[src/rtl/stopwatch_pkg.sv]
// Shared types and constants for the up-counting mm:ss stopwatch.
// Holds the FSM encoding and the binary-to-two-digit BCD helper.
package stopwatch_pkg;

  typedef enum logic [1:0] {
    IDLE  = 2'd0,
    RUN   = 2'd1,
    PAUSE = 2'd2,
    SAT   = 2'd3
  } state_t;

  localparam logic [6:0] SEC_MAX = 7'd59;
  localparam int         BCD_W   = 4;

  // Two BCD digits {tens, units} of a value in 0..99.
  function automatic logic [2*BCD_W-1:0] bcd2(input logic [6:0] v);
    return {BCD_W'(v / 7'd10), BCD_W'(v % 7'd10)};
  endfunction

endpackage

[src/rtl/stopwatch_up_edge_detector.sv]
// Rising-edge detector for button levels, synchronous active-high reset.
// Pulse is combinational from the input and a one-cycle history register.
module edge_detector (
  input  logic clock,
  input  logic rst,
  input  logic din,
  output logic rise
);

  logic din_q;

  always_ff @(posedge clock) begin
    if (rst) din_q <= 1'b0;
    else     din_q <= din;
  end

  assign rise = din & ~din_q;

endmodule

[src/rtl/stopwatch_up.sv]
// Up-counting mm:ss stopwatch with start/pause/stop, saturating at MAX_MIN:59.
// Optional lap-hold display enabled by defining STOPWATCH_LAP_EN.
module stopwatch_up
  import stopwatch_pkg::*;
#(
  parameter int TICK_COUNT = 100_000_000,
  parameter int MAX_MIN    = 99
) (
  input  logic        clock,
  input  logic        reset,
  input  logic        start,
  input  logic        pause,
  input  logic        stop,
`ifdef STOPWATCH_LAP_EN
  input  logic        lap,
`endif
  output logic [6:0]  min,
  output logic [6:0]  sec,
  output logic [15:0] dig,
  output logic        running,
  output logic        overflow,
  output logic        done
);

  localparam int TW = (TICK_COUNT > 1) ? $clog2(TICK_COUNT) : 1;

  logic   start_e, pause_e, stop_e;
  state_t state, next;
  logic [TW-1:0] tick_cnt;
  logic [6:0] min_q, sec_q, disp_min, disp_sec;
  logic tick, at_max, stop_acc;

  edge_detector u_start (.clock(clock), .rst(~reset), .din(start), .rise(start_e));
  edge_detector u_pause (.clock(clock), .rst(~reset), .din(pause), .rise(pause_e));
  edge_detector u_stop  (.clock(clock), .rst(~reset), .din(stop),  .rise(stop_e));

  assign tick     = (state == RUN) && (tick_cnt == TW'(TICK_COUNT - 1));
  assign at_max   = (min_q == 7'(MAX_MIN)) && (sec_q == SEC_MAX);
  assign stop_acc = stop_e && (state == RUN || state == PAUSE || state == SAT);

  always_ff @(posedge clock) begin
    if (!reset) begin
      state <= IDLE;
      done  <= 1'b0;
    end else begin
      state <= next;
      done  <= stop_acc;
    end
  end

  always_comb begin
    next = state;
    case (state)
      IDLE:    if (!stop_e && start_e) next = RUN;
      RUN: begin
        if (stop_e)             next = IDLE;
        else if (pause_e)       next = PAUSE;
        else if (tick && at_max) next = SAT;
      end
      PAUSE: begin
        if (stop_e)                  next = IDLE;
        else if (pause_e || start_e) next = RUN;
      end
      SAT:     if (stop_e) next = IDLE;
      default: next = IDLE;
    endcase
  end

  always_comb begin
    running  = (state == RUN);
    overflow = (state == SAT);
  end

  // Tick counter only advances in RUN, so PAUSE keeps the sub-second phase.
  always_ff @(posedge clock) begin
    if (!reset) begin
      tick_cnt <= '0;
      min_q    <= 7'd0;
      sec_q    <= 7'd0;
    end else if (next == IDLE) begin
      tick_cnt <= '0;
      min_q    <= 7'd0;
      sec_q    <= 7'd0;
    end else begin
      if (state == RUN)
        tick_cnt <= tick ? '0 : tick_cnt + 1'b1;
      if (tick && !at_max) begin
        if (sec_q == SEC_MAX) begin
          sec_q <= 7'd0;
          min_q <= min_q + 7'd1;
        end else begin
          sec_q <= sec_q + 7'd1;
        end
      end
    end
  end

`ifdef STOPWATCH_LAP_EN
  logic       lap_e, lap_hold;
  logic [6:0] lap_min, lap_sec;

  edge_detector u_lap (.clock(clock), .rst(~reset), .din(lap), .rise(lap_e));

  // Hold only survives while staying in RUN; any other destination drops it.
  always_ff @(posedge clock) begin
    if (!reset) begin
      lap_hold <= 1'b0;
      lap_min  <= 7'd0;
      lap_sec  <= 7'd0;
    end else if (next != RUN) begin
      lap_hold <= 1'b0;
    end else if (state == RUN && lap_e) begin
      lap_hold <= ~lap_hold;
      if (!lap_hold) begin
        lap_min <= min_q;
        lap_sec <= sec_q;
      end
    end
  end

  assign disp_min = lap_hold ? lap_min : min_q;
  assign disp_sec = lap_hold ? lap_sec : sec_q;
`else
  assign disp_min = min_q;
  assign disp_sec = sec_q;
`endif

  assign min = disp_min;
  assign sec = disp_sec;
  assign dig = {bcd2(disp_min), bcd2(disp_sec)};

endmodule
[config.mk]
export PLATFORM = sky130hd
export DESIGN_NAME = stopwatch_up
export DESIGN_NICKNAME = d
export VERILOG_FILES = /design/src/rtl/stopwatch_pkg.sv /design/src/rtl/stopwatch_up_edge_detector.sv /design/src/rtl/stopwatch_up.sv
export SDC_FILE = /design/constraint.sdc
export NUM_CORES = 1
export LEC_CHECK = 0
export ABC_AREA = 1
export BUFFER_PORTS_ARGS = -buffer_cell sky130_fd_sc_hd__buf_4
export CORE_MARGIN = 2
export CORE_UTILIZATION = 40
export DETAILED_ROUTE_END_ITERATION = 10
export PLACE_DENSITY = 0.63
export SLEW_MARGIN = 20
export SYNTH_ARGS = -nofsm -noshare
export SYNTH_HDL_FRONTEND = slang
export SYNTH_SLANG_ARGS = --single-unit
[constraint.sdc]
create_clock -name clock -period 2.55 [get_ports clock]
set_input_delay 0.51 -clock clock [delete_from_list [all_inputs] [get_ports clock]]
set_output_delay 0.51 -clock clock [all_outputs]
set_load 0.02 [all_outputs]
== Word-level counts from Yosys, hierarchy flattened ==
Cells that the tools add are included.

* Add/subtract/negate cells: 3
* Divide/modulo/power cells: 4
* Equality and inequality tests: 6
* Muxes and demuxes: 10
* Bitwise gates (word level): 7
* Reductions and logical operators: 15

{| class="wikitable"
|+ Operators by type and width
! cell !! count
|-
| adder 27 x 1 -> 27 bit, second input constant || 1
|-
| equality test 27 bit, second input constant || 1
|-
| two-way mux 27 bit || 1
|-
| adder 7 x 1 -> 7 bit, second input constant || 2
|-
| divider 7 x 4 -> 7 bit, second input constant || 2
|-
| remainder unit 7 x 4 -> 7 bit, second input constant || 2
|-
| two-way mux 2 bit || 7
|-
| one-hot mux 2 bit (4 select lines) || 1
|-
| equality test 7 x 6 -> 1 bit, second input constant || 1
|-
| equality test 7 bit, second input constant || 1
|-
| two-way mux 7 bit || 1
|-
| logical AND 1 bit || 6
|-
| equality test 2 bit, second input constant || 2
|-
| logical NOT 2 bit || 2
|-
| inverter 1 bit || 4
|-
| bitwise AND 1 bit || 3
|-
| logical OR 1 bit || 3
|-
| equality test 2 x 1 -> 1 bit, second input constant || 1
|-
| logical NOT 1 bit || 2
|-
| AND reduction 2 bit || 1
|-
| OR reduction 2 bit || 1
|}

* Register bits: 47
* Bits of input ports: 5
* Output and inout port bits: 33
* Logic and storage cells: 53

== Depth between registers and ports, before layout ==
Gate-level depths: netlist of run 1.

* Depth after elaboration: 9
* Mapped depth: 20
* Gate-level depth less buffers: 19

== Hierarchy ==
Synthesis of run 1 repeated with hierarchy kept, for this count alone.

* Cells, all modules: 530
* Area total of the unflattened synthesis: 3,378.2 sq um

{| class="wikitable"
|+ Modules (own cells, without submodules)
! module !! instances !! cells each !! area an instance (sq um) !! sequential area each (sq um)
|-
| stopwatch_up || 1 || 518 || 3,284.4 || 880.8
|-
| edge_detector || 3 || 4 || 31.3 || 20.0
|}

== Least setup slack after synthesis of run 1 ==
No wires, ideal clock.

* Path type: register -> output
* Start: reg sec_q[6] (netlist: sec[6])
* End: out dig[1]
* Arrival time: 2.445 ns
* Data required time: 2.040 ns
* Path slack: -0.405 ns
* Cell stages (with the launch flop): 18
* Buffers on the path: 1
* Path through: dfxtp_1 > buf_2 > inv_1 > a21oi_1 > nand2_1 > nand2_2 > nand2_1 > nand3_1 > nand2_1 > nand2_2 > nand2_1 > nand2_1 > inv_1 > ha_1 > nand3b_2 > nand3_2 > nand2_1 > nand2_1

* Cells in the longest elaborated chain, start to end: 1

{| class="wikitable"
|+ RTL lines
! element !! RTL line !! RTL
|-
| from (decl) || stopwatch_up.sv:30 || <nowiki>logic [6:0] min_q, sec_q, disp_min, disp_sec;</nowiki>
|-
| from (signal assigned) || stopwatch_up.sv:92 || <nowiki>sec_q <= sec_q + 7'd1;</nowiki>
|-
| remainder unit 7 x 4 -> 7 bit || stopwatch_pkg.sv:17 || <nowiki>return {BCD_W'(v / 7'd10), BCD_W'(v % 7'd10)};</nowiki>
|-
| to (decl) || stopwatch_up.sv:19 || <nowiki>output logic [15:0] dig,</nowiki>
|}

No other way between the ends.

== Worst setup path in the final report of run 1 ==
* Start: reg sec_q[4] (netlist: sec[4])
* End: out dig[1]

Same word-level chain as after synthesis.

==> flow_metrics.py, run 1 <==
metrics = {
    "status": {
        "outcome": "complete, but fails checks",
        "violated_checks": "setup timing",
    },
    "clocking": {
        "clock_latency_ns": 0.30,
        "path_clk_slew_ns": 0.09,
        "clockBufferDepth": 2,
        "clock_sink_count": 47,
        "cts_tree": "yes",
        "cts_h_tree_depth": 2,
        "cts_made_buffers": 5,
        "ctsRootBufferMaster": "clkbuf_8",
    },
    "floorplanning": {
        "row_count": 34,
        "dieWidth_um": 97.7,
        "design.die.area_sq_um": 9550,
        "core_area_sq_um": 8640,
        "io_pins": 38,
        "initial_core_util_pct": 40.7,
        "die_height_um": 97.7,
    },
    "timing": {
        "peak_clock_frequency_supported_by_timing_mhz": 351,
        "number_of_hold_violations_in_the_final_report": 0,
        "min_period_over_period_pct": 112,
        "final.min_clock_period_ns": 2.85,
        "worst_slack_ns": -0.298,
        "tightestPinTransition_ns": 0.562,
        "rsz_0062_raised_after_global_routing": "yes",
        "final_max_slew_viol_count": 0,
        "setup_violation_total_in_the_final_timing_report": 8,
        "hold_ws_ns": 0.392,
        "slew_headroom_pct": 62.4,
        "fin_worst_skew_ns": 0.0109,
    },
    "placed_design": {
        "place_hpwl_um": 6190,
        "io_buffers": 37,
        "inst_count_dp": 700,
        "final_estimated_routing_congestion_in_global_placement": 0.861,
        "post_place_worst_slack_ns": -0.0350,
    },
    "synth": {
        "yosysUniqueCellTypes": 36,
        "fraction_of_the_yosys_area_taken_by_sequential_cells_pct": 26.8,
        "post_synth_inst_count": 551,
        "synth_fp_nets": 565,
        "postSynthAreaPerCell_sq_um": 6.38,
        "synth_warnings": 0,
        "ys_ff_latch": 47,
        "synth.cell_area_sq_um": 3510,
    },
    "job": {
        "maxCapViolCount": 0,
    },
    "global_routing": {
        "grt_remaining_overflow": 0,
        "grt_pass1_wl_um": 15900,
        "grt_max_degree": 28,
        "initial_antenna_violation_count": 0,
        "first_global_vias": 3629,
        "gr-usage-all-layers_pct": 19.6,
    },
    "worst_setup_path": {
        "regToRegSetupSlack_ns": 0.11,
        "end_kind": "primary output",
        "arrival_time_of_the_worst_setup_path_ns": 2.34,
        "worst-endpoint-required_ns": 2.04,
        "cp_max_fo": 8,
        "worst-setup-path-type": "register to primary output",
        "timing.critical_path.from_type": "register",
    },
    "drt": {
        "detailedRoute.firstIterationViolations": 101,
        "route.detailed.drc": 0,
        "detail-route-antenna-nets": 0,
        "avgRoutedWirePerCell_um": 12.1,
        "vias_per_cell": 4.91,
        "wl_um": 9070,
        "via_count": 3681,
        "detailedRoute.firstPassIterationCount": 4,
    },
    "power": {
        "cellLeakagePower_uw": 0.00223,
        "powerDensity_nw_per_um2": 275,
        "max-vdd-ir-drop_mv": 0.236,
    },
    "final_layout": {
        "number_of_antenna_repair_diodes": 0,
        "drive_gt1_share_pct": 35.4,
        "area.growth.synth_to_final_pct": 37.3,
        "num-nets-final": 655,
        "final_cell_count_no_fill": 750,
    },
    "worst_hold_path": {
        "hp-class": "input pin to register",
    },
}
==> final timing paths <==
check	cells past startpoint	startpoint	to
worst min-delay path	3	pause	u_pause.din_q
worst max-delay path	19	sec[4]	dig[1]
worst max register to register	19	sec[5]	sec[5]
worst min register to register	3	u_stop.din_q	done
==> per-layer routing <==
metal | track usage (%) | vias to the layer above | wire, um | part of all wire [%]
met5 | 0 | - | 0 | 0
met4 | 7.26 | 0 | 184 | 2.0
met3 | 3.09 | 16 | 292 | 3.2
met2 | 35.4 | 71 | 4660 | 51
met1 | 23.3 | 1680 | 3940 | 43
li1 | - | 1914 | - | -
==> power breakdown <==
part           internal [uW]  switching (uW)  total, uW
Sequential               736            6.22        742
Clock                    195             248        443
Combinational           46.2            93.6        140
Total                    976             348       1320
==> cells in the final DEF, fill, tap and decap left out, types with 20 or more instances in the layout <==
| cell | instances |
|---|---|
| buf_4 | 79 |
| nand2_2 | 20 |
| nor2_1 | 69 |
| nand4_1 | 24 |
| inv_1 | 80 |
| nand2_1 | 89 |
| nand3_1 | 33 |
| nand2_4 | 23 |
| dfxtp_1 | 39 |
==> synthesized netlist by cell type (all sizes together) <==
cell type  count  area [sq um]
nand3         53           338
dfxtp         47           941
o21ai         29           164
xor2          17           149
o211ai         2          15.0
ha             9           113
a21o           1          7.51
nor3          20           144
clkbuf         4          15.0
nand4         24           150
nand2        132           541
a21oi          6          30.0
nor4           5          31.3
or2            7          43.8
nor2          75           299
nand3b         2          18.8
buf           10          86.3
o22ai          1          6.26
xnor2          2          17.5
inv          103           387
o221ai         1          8.76
clkinv         1          8.76
==> stage by stage <==
stage / total power [uW] / util (%) / setup TNS, ns / cell area (sq um)
global placement: 902 / 48.3 / 0 / 4180
finish: 1320 / 55.9 / -2.09 / 4820
CTS: 1340 / 54.5 / -1.56 / 4710
detailed placement: 904 / 48.3 / -0.141 / 4180
floorplan: 869 / - / 0 / 3730
global route: 1390 / 55.9 / -3.43 / 4820
==> worst max-delay path, cell delays in order, from the launching register on <==
cell	delay [ns]
dfxtp_4	0.44
nand2_4	0.09
inv_2	0.06
nand2_1	0.05
nand2_1	0.09
inv_2	0.08
nand2_4	0.10
nand2_2	0.06
nand2_2	0.08
inv_2	0.04
nand2_2	0.08
nand2_4	0.05
nand2_2	0.07
nand2_2	0.05
inv_2	0.06
ha_4	0.12
nand3b_4	0.15
nand4_1	0.16
nand2_4	0.11
buf_6	0.11
==> registers in the layout (all words and copies together) (netlist names) <==
| name | flops |
|---|---|
| state | 2 |
| u_start.din_q | 1 |
| sec | 7 |
| u_pause.din_q | 1 |
| min | 7 |
| done | 1 |
| u_stop.din_q | 1 |
| tick_cnt | 27 |
==> cell families (layout without fill, tap and decap cells) <==
group                      Yosys count  in the layout  share of synthesized area, %
and+or+nand+nor                    318            318                          44.6
xor gates and xnor gates            19             19                          4.74
DFF                                 47             47                          26.8
adders and majority gates            9              9                          3.21
AOI/OAI and AO/OA                   40             40                          6.59
buffers and inverters              118            209                          14.1
==> cell type report <==
| type | instances | area, sq um |
|---|---|---|
| fill | 819 | 3810 |
| multi-input combinational | 386 | 2420 |
| sequential | 47 | 966 |
| timing repair buffer | 97 | 805 |
| inverter | 104 | 415 |
| tap | 108 | 135 |
| clock buffer | 7 | 76.3 |
| clock inverter | 1 | 7.51 |
==> repair_timing <==
item                                    4_1_cts  5_1_grt
pin swaps                                    31       18
endpoints found under the hold margin         0        0
cloned                                        0        0
hold buffers                                  0        0
endpoints found under the setup margin        8        9
setup buffers                                37        8
gates resized for setup                      49       18
(Power assumes the default switching activity.)
==> run 2: changes to the inputs <==
==> constraint.sdc (replaced) <==
create_clock -name clock -period 2.55 [get_ports clock]
set_input_delay 0.3825 -clock clock [delete_from_list [all_inputs] [get_ports clock]]
set_output_delay 0.3825 -clock clock [all_outputs]
set_load 0.02 [all_outputs]
==> flow_metrics.py, run 2 (synthesis gave the netlist of run 1 again) <==
metrics = {
    "timing": {
        "final.min_clock_period_ns": 2.76,
        "slew_headroom_pct": 66.9,
        "fin_worst_skew_ns": 0.00609,
        "peak_clock_frequency_supported_by_timing_mhz": 363,
        "rsz_0062_raised_after_global_routing": "yes",
        "number_of_hold_violations_in_the_final_report": 0,
        "final_max_slew_viol_count": 0,
        "worst_slack_ns": -0.205,
        "min_period_over_period_pct": 108,
        "tightestPinTransition_ns": 0.491,
        "setup_violation_total_in_the_final_timing_report": 8,
    },
    "final_layout": {
        "fillerInstances": 816,
        "num-nets-final": 646,
        "final_cell_mix": "nand2_1, inv_1, buf_4",
        "area.growth.synth_to_final_pct": 34.8,
        "final-seq-area_sq_um": 966,
        "layout_commonest_cell": "nand2_1",
        "largest-register": "tick_cnt",
        "number_of_antenna_repair_diodes": 0,
        "final_core_util_pct": 54.8,
        "drive_gt1_share_pct": 35.4,
        "number_of_flip_flops_in_the_largest_register": 27,
        "area_of_the_multi_input_gates_sq_um": 2380,
    },
    "floorplanning": {
        "core_area_sq_um": 8640,
        "row_count": 34,
        "design.die.area_sq_um": 9550,
        "die_height_um": 97.7,
        "initial_core_util_pct": 40.7,
        "io_pins": 38,
        "dieWidth_um": 97.7,
    },
    "job": {
        "maxCapViolCount": 0,
    },
    "placed_design": {
        "post_place_worst_slack_ns": -0.00809,
        "final_estimated_routing_congestion_in_global_placement": 0.878,
        "place_hpwl_um": 5970,
        "io_buffers": 37,
    },
    "drt": {
        "m1WireLength_um": 4070,
        "vias_per_cell": 5.04,
        "via_count": 3732,
        "avgRoutedWirePerCell_um": 12.4,
        "detailedRoute.firstIterationViolations": 91,
        "routed-wl-met3_um": 278,
        "detailedRoute.firstPassIterationCount": 4,
        "wl_um": 9160,
        "wl_met2_um": 4600,
        "detail-route-antenna-nets": 0,
        "top_layer": "met4",
        "route.detailed.drc": 0,
    },
    "global_routing": {
        "grt_remaining_overflow": 0,
        "gr-usage-all-layers_pct": 19.0,
        "first_global_vias": 3622,
        "grt_pass1_wl_um": 15500,
        "grt_max_degree": 42,
        "initial_antenna_violation_count": 0,
    },
    "power": {
        "powerDensity_nw_per_um2": 323,
        "max-vdd-ir-drop_mv": 0.207,
        "cellLeakagePower_uw": 0.00218,
    },
    "status": {
        "outcome": "complete, but fails checks",
        "violated_checks": "setup timing",
    },
    "worst_setup_path": {
        "arrival_time_of_the_worst_setup_path_ns": 2.37,
        "worst-endpoint-required_ns": 2.17,
        "sum_of_buffers_and_inverters_on_the_critical_path": 3,
        "worst_path_max_delay_cell": "dfxtp_4",
        "timing.critical_path.from_type": "register",
        "worst-setup-path-type": "register to primary output",
        "cp_max_fo": 7,
        "critical-path-top-delay-family": "simple AND/OR/NAND/NOR gates",
        "cp_cell_sequence": "inv_4 -> a21oi_2 -> nand2_2 -> nand2_4 -> nand2_2 -> nand3_2 -> nand2_2 -> nand2_2 -> nand2_2 -> nand2_2 -> inv_2 -> ha_4 -> nand3b_4 -> nand3_4 -> nand2_2 -> nand2_2 -> buf_6",
        "worst_path_largest_cell_delay_ns": 0.42,
        "dominant_cell_type_by_count_on_the_critical_path": "nand2_2",
        "end_kind": "primary output",
    },
    "clocking": {
        "cts_made_buffers": 5,
        "clock_latency_ns": 0.31,
        "cts_h_tree_depth": 2,
        "path_clk_slew_ns": 0.09,
        "clock_sink_count": 47,
        "ctsRootBufferMaster": "clkbuf_8",
        "cts.hold.buffers_added": 0,
        "cts_tree": "yes",
        "clockBufferDepth": 2,
    },
    "worst_hold_path": {
        "hp-class": "input pin to register",
    },
}
[run 2: worst paths after layout]
check / from / endpoint / slack [ns] / cells past startpoint
worst min register to register: u_stop.din_q / done / 0.53 / 3
worst max register to register: tick_cnt[0] / sec[2] / 0.39 / 12
worst max-delay path: sec[6] / dig[1] / -0.21 / 17
worst min-delay path: stop / u_stop.din_q / 0.25 / 3
[run 2: layer usage]
layer	track usage (%)	vias to the layer above
met1	23.1	1732
met5	0	-
met3	2.95	21
met2	33.4	72
met4	7.91	0
li1	-	1907
[run 2: what timing repair did]
action | CTS | global route
buffers inserted | 33 | 9
pin swaps | 22 | 18
endpoints found under the hold margin | 0 | 0
endpoints found under the setup margin | 8 | 9
gates resized for setup | 60 | 34
[run 2: per-stage QoR]
step | hold slack (ns) | cells | power (uW) | TNS, ns | instance area (sq um)
detailed placement | 0.525 | 694 | 897 | -0.0202 | 3980
CTS | 0.241 | 735 | 1560 | -0.582 | 4570
global route | 0.249 | 741 | 1590 | -2.33 | 4740
floorplan | 0.476 | 551 | 873 | 0 | 3590
global placement | 0.514 | 694 | 894 | 0 | 3980
finish | 0.254 | 741 | 1530 | -1.20 | 4740
[run 2: worst min-delay path, cell delays in order]
cell and delay [ns]:
buf_4 0.08, nand2_1 0.04, inv_1 0.04
[run 2: cell type report]
type | count | share of cell area (%)
inverters | 104 | 8.72
repair buffers | 88 | 14.9
well taps | 108 | 2.85
multi-input cells | 386 | 50.3
clock buffers | 5 | 1.45
clock inverters | 3 | 1.43
flip-flops and latches | 47 | 20.4
[run 2: report_power, final]
group	total [uW]	switching, uW	internal [uW]
registers	742	5.77	736
clock network	657	266	391
logic	132	93.5	38.9
total	1530	366	1170
==> run 3: changes to the inputs <==
==> constraint.sdc (replaced) <==
create_clock -name clock -period 2.38 [get_ports clock]
set_input_delay 0.357 -clock clock [delete_from_list [all_inputs] [get_ports clock]]
set_output_delay 0.357 -clock clock [all_outputs]
set_load 0.02 [all_outputs]
==> flow_metrics.py, run 3 (synthesis gave the netlist of run 1 again) <==
metrics = {
    "status": {
        "outcome": "complete, but fails checks",
        "violated_checks": "setup timing",
    },
    "drt": {
        "detailedRoute.firstIterationViolations": 132,
        "route.detailed.drc": 0,
        "detailedRoute.firstPassIterationCount": 6,
        "detail-route-antenna-nets": 0,
        "wl_um": 8230,
        "avgRoutedWirePerCell_um": 11.2,
        "via_count": 3565,
        "vias_per_cell": 4.83,
    },
    "final_layout": {
        "number_of_antenna_repair_diodes": 0,
        "final_cell_mix": "nand2_1, inv_1, buf_4",
        "layout_commonest_cell": "nand2_1",
        "fillerInstances": 855,
        "final_cell_count_no_fill": 738,
        "number_of_flip_flops_in_the_largest_register": 27,
        "drive_gt1_share_pct": 34.3,
        "area.growth.synth_to_final_pct": 34.1,
        "final_core_util_pct": 54.5,
        "largest-register": "tick_cnt",
        "num-nets-final": 643,
    },
    "placed_design": {
        "post_place_worst_slack_ns": -0.0858,
        "io_buffers": 37,
        "place_hpwl_um": 6140,
        "final_estimated_routing_congestion_in_global_placement": 0.847,
        "inst_count_dp": 702,
    },
    "power": {
        "power_switching_uw": 364,
        "power.share.sequential_pct": 55.6,
        "max-vdd-ir-drop_mv": 0.254,
        "switch_share_pct": 25.5,
        "powerDensity_nw_per_um2": 303,
        "power_share_of_the_combinational_group_pct": 9.7,
        "share_clk_of_total_power_pct": 34.6,
        "totalPowerFinal_uw": 1430,
        "cellLeakagePower_uw": 0.00218,
        "cell_internal_pwr_uw": 1060,
    },
    "global_routing": {
        "first_global_vias": 3334,
        "grt_max_degree": 42,
        "grt_use_met2_pct": 30.3,
        "gr-usage-met1_pct": 23.2,
        "grt_pass1_wl_um": 14600,
        "globalRoute.busiestLayer": "met2",
        "initial_antenna_violation_count": 0,
        "grt_remaining_overflow": 0,
        "gr-usage-all-layers_pct": 17.7,
        "grt_use_met3_pct": 2.73,
    },
    "floorplanning": {
        "dieWidth_um": 97.7,
        "initial_core_util_pct": 40.7,
        "io_pins": 38,
        "die_height_um": 97.7,
        "row_count": 34,
        "design.die.area_sq_um": 9550,
        "core_area_sq_um": 8640,
    },
    "timing": {
        "min_period_over_period_pct": 111,
        "slew_headroom_pct": 71.1,
        "tightestPinTransition_ns": 0.430,
        "final_max_slew_viol_count": 0,
        "peak_clock_frequency_supported_by_timing_mhz": 377,
        "fin_tns_setup_ns": -1.83,
        "fin_worst_skew_ns": 0.0109,
        "rsz_0062_raised_after_global_routing": "yes",
        "number_of_hold_violations_in_the_final_report": 0,
        "setup_violation_total_in_the_final_timing_report": 8,
        "final.min_clock_period_ns": 2.65,
        "worst_slack_ns": -0.271,
    },
    "worst_hold_path": {
        "hold_end": "u_stop.din_q",
        "worst_hold_startpoint": "stop",
        "hold_depth": 3,
        "hp-class": "input pin to register",
    },
    "worst_setup_path": {
        "timing.critical_path.from_type": "register",
        "cp_cell_sequence": "inv_6 -> a21oi_4 -> nand2_4 -> nand2_4 -> nand2_2 -> nand2_2 -> inv_2 -> nand2_4 -> nand2_4 -> nand2_4 -> nand2_2 -> buf_4 -> buf_4 -> buf_4 -> nand4_1 -> nand2_4 -> buf_6",
        "end_kind": "primary output",
        "arrival_time_of_the_worst_setup_path_ns": 2.29,
        "cp_max_fo": 5,
        "dominant_cell_type_by_count_on_the_critical_path": "nand2_4",
        "r2r_start": "tick_cnt[0]",
        "reg2reg_depth": 13,
        "worst-endpoint-required_ns": 2.02,
        "r2r_end": "min[4]",
        "worst_path_largest_cell_delay_ns": 0.42,
        "worst_path_max_delay_cell": "dfxtp_4",
        "worst-setup-path-type": "register to primary output",
        "regToRegSetupSlack_ns": 0.26,
    },
    "job": {
        "maxCapViolCount": 0,
    },
    "clocking": {
        "clock_latency_ns": 0.30,
        "clock_sink_count": 47,
        "clockBufferDepth": 2,
        "cts_made_buffers": 5,
        "path_clk_slew_ns": 0.09,
        "cts.hold.buffers_added": 0,
        "cts_h_tree_depth": 2,
        "ctsRootBufferMaster": "clkbuf_8",
        "cts_tree": "yes",
    },
}
run 3: cell types whose count changed in the layout (fill, tap and decap cells not counted), sizes merged:
cell      delta
clkinv       +1
buf          -3
clkbuf       +2
clkinvlp     -1
bufinv       -2
run 3: cell type report:
cell class	instances	area, sq um	share of cell area [%]
Sequential cell	47	966	20.5
Clock buffer	7	86.3	1.83
Clock inverter	1	5.00	0.106
Tap cell	108	135	2.87
Timing Repair Buffer	85	672	14.3
Inverter	104	413	8.76
Multi-Input combinational cell	386	2430	51.7
run 3: layer usage:
metal / wire [um] / part of all wire [%] / vias up
li1: - / - / 1888
met1: 3860 / 47 / 1598
met2: 4020 / 49 / 65
met3: 225 / 2.7 / 14
met4: 125 / 1.5 / 0
met5: 0 / 0 / -
run 3: what timing repair did:
| action | in CTS | in global routing |
|---|---|---|
| setup endpoints to repair | 8 | 8 |
| hold endpoints to repair | 0 | 0 |
| pin swaps | 30 | 26 |
| setup buffers | 18 | 10 |
| resized for setup | 29 | 29 |
run 3: worst max-delay path by stage:
stage,from,to,slack [ns],cells after the start
4_1_cts,min[4],dig[9],-0.27,18
3_5_place_dp,min[6],dig[10],-0.09,18
3_3_place_gp,min[6],dig[10],-0.006,18
5_1_grt,sec[4],dig[1],-0.42,19
6_report,min[4],dig[10],-0.27,17
2_1_floorplan,sec[4],dig[1],0.002,19
run 3: through the flow:
step	hold slack, ns	area (sq um)
global placement	0.524	4190
global route	0.258	4710
CTS	0.230	4530
floorplan	0.450	3740
finish	0.239	4710
detailed placement	0.528	4190
run 3: worst max-delay path: cells and delay by family (launching register included):
family / cells / cell delay (ns)
buf+inv: 6 / 0.60
flops: 1 / 0.42
compound gates: 1 / 0.19
simple gates: 10 / 0.78
run 3: power by group through the flow:
| stage | logic, uW | registers [uW] | clock network [uW] |
|---|---|---|---|
| after floorplan | 117 | 813 | 0 |
| after global placement | 141 | 813 | 0 |
| after detailed placement | 142 | 814 | 0 |
| after CTS | 143 | 795 | 517 |
| after global routing | 161 | 796 | 547 |
| final | 139 | 795 | 495 |
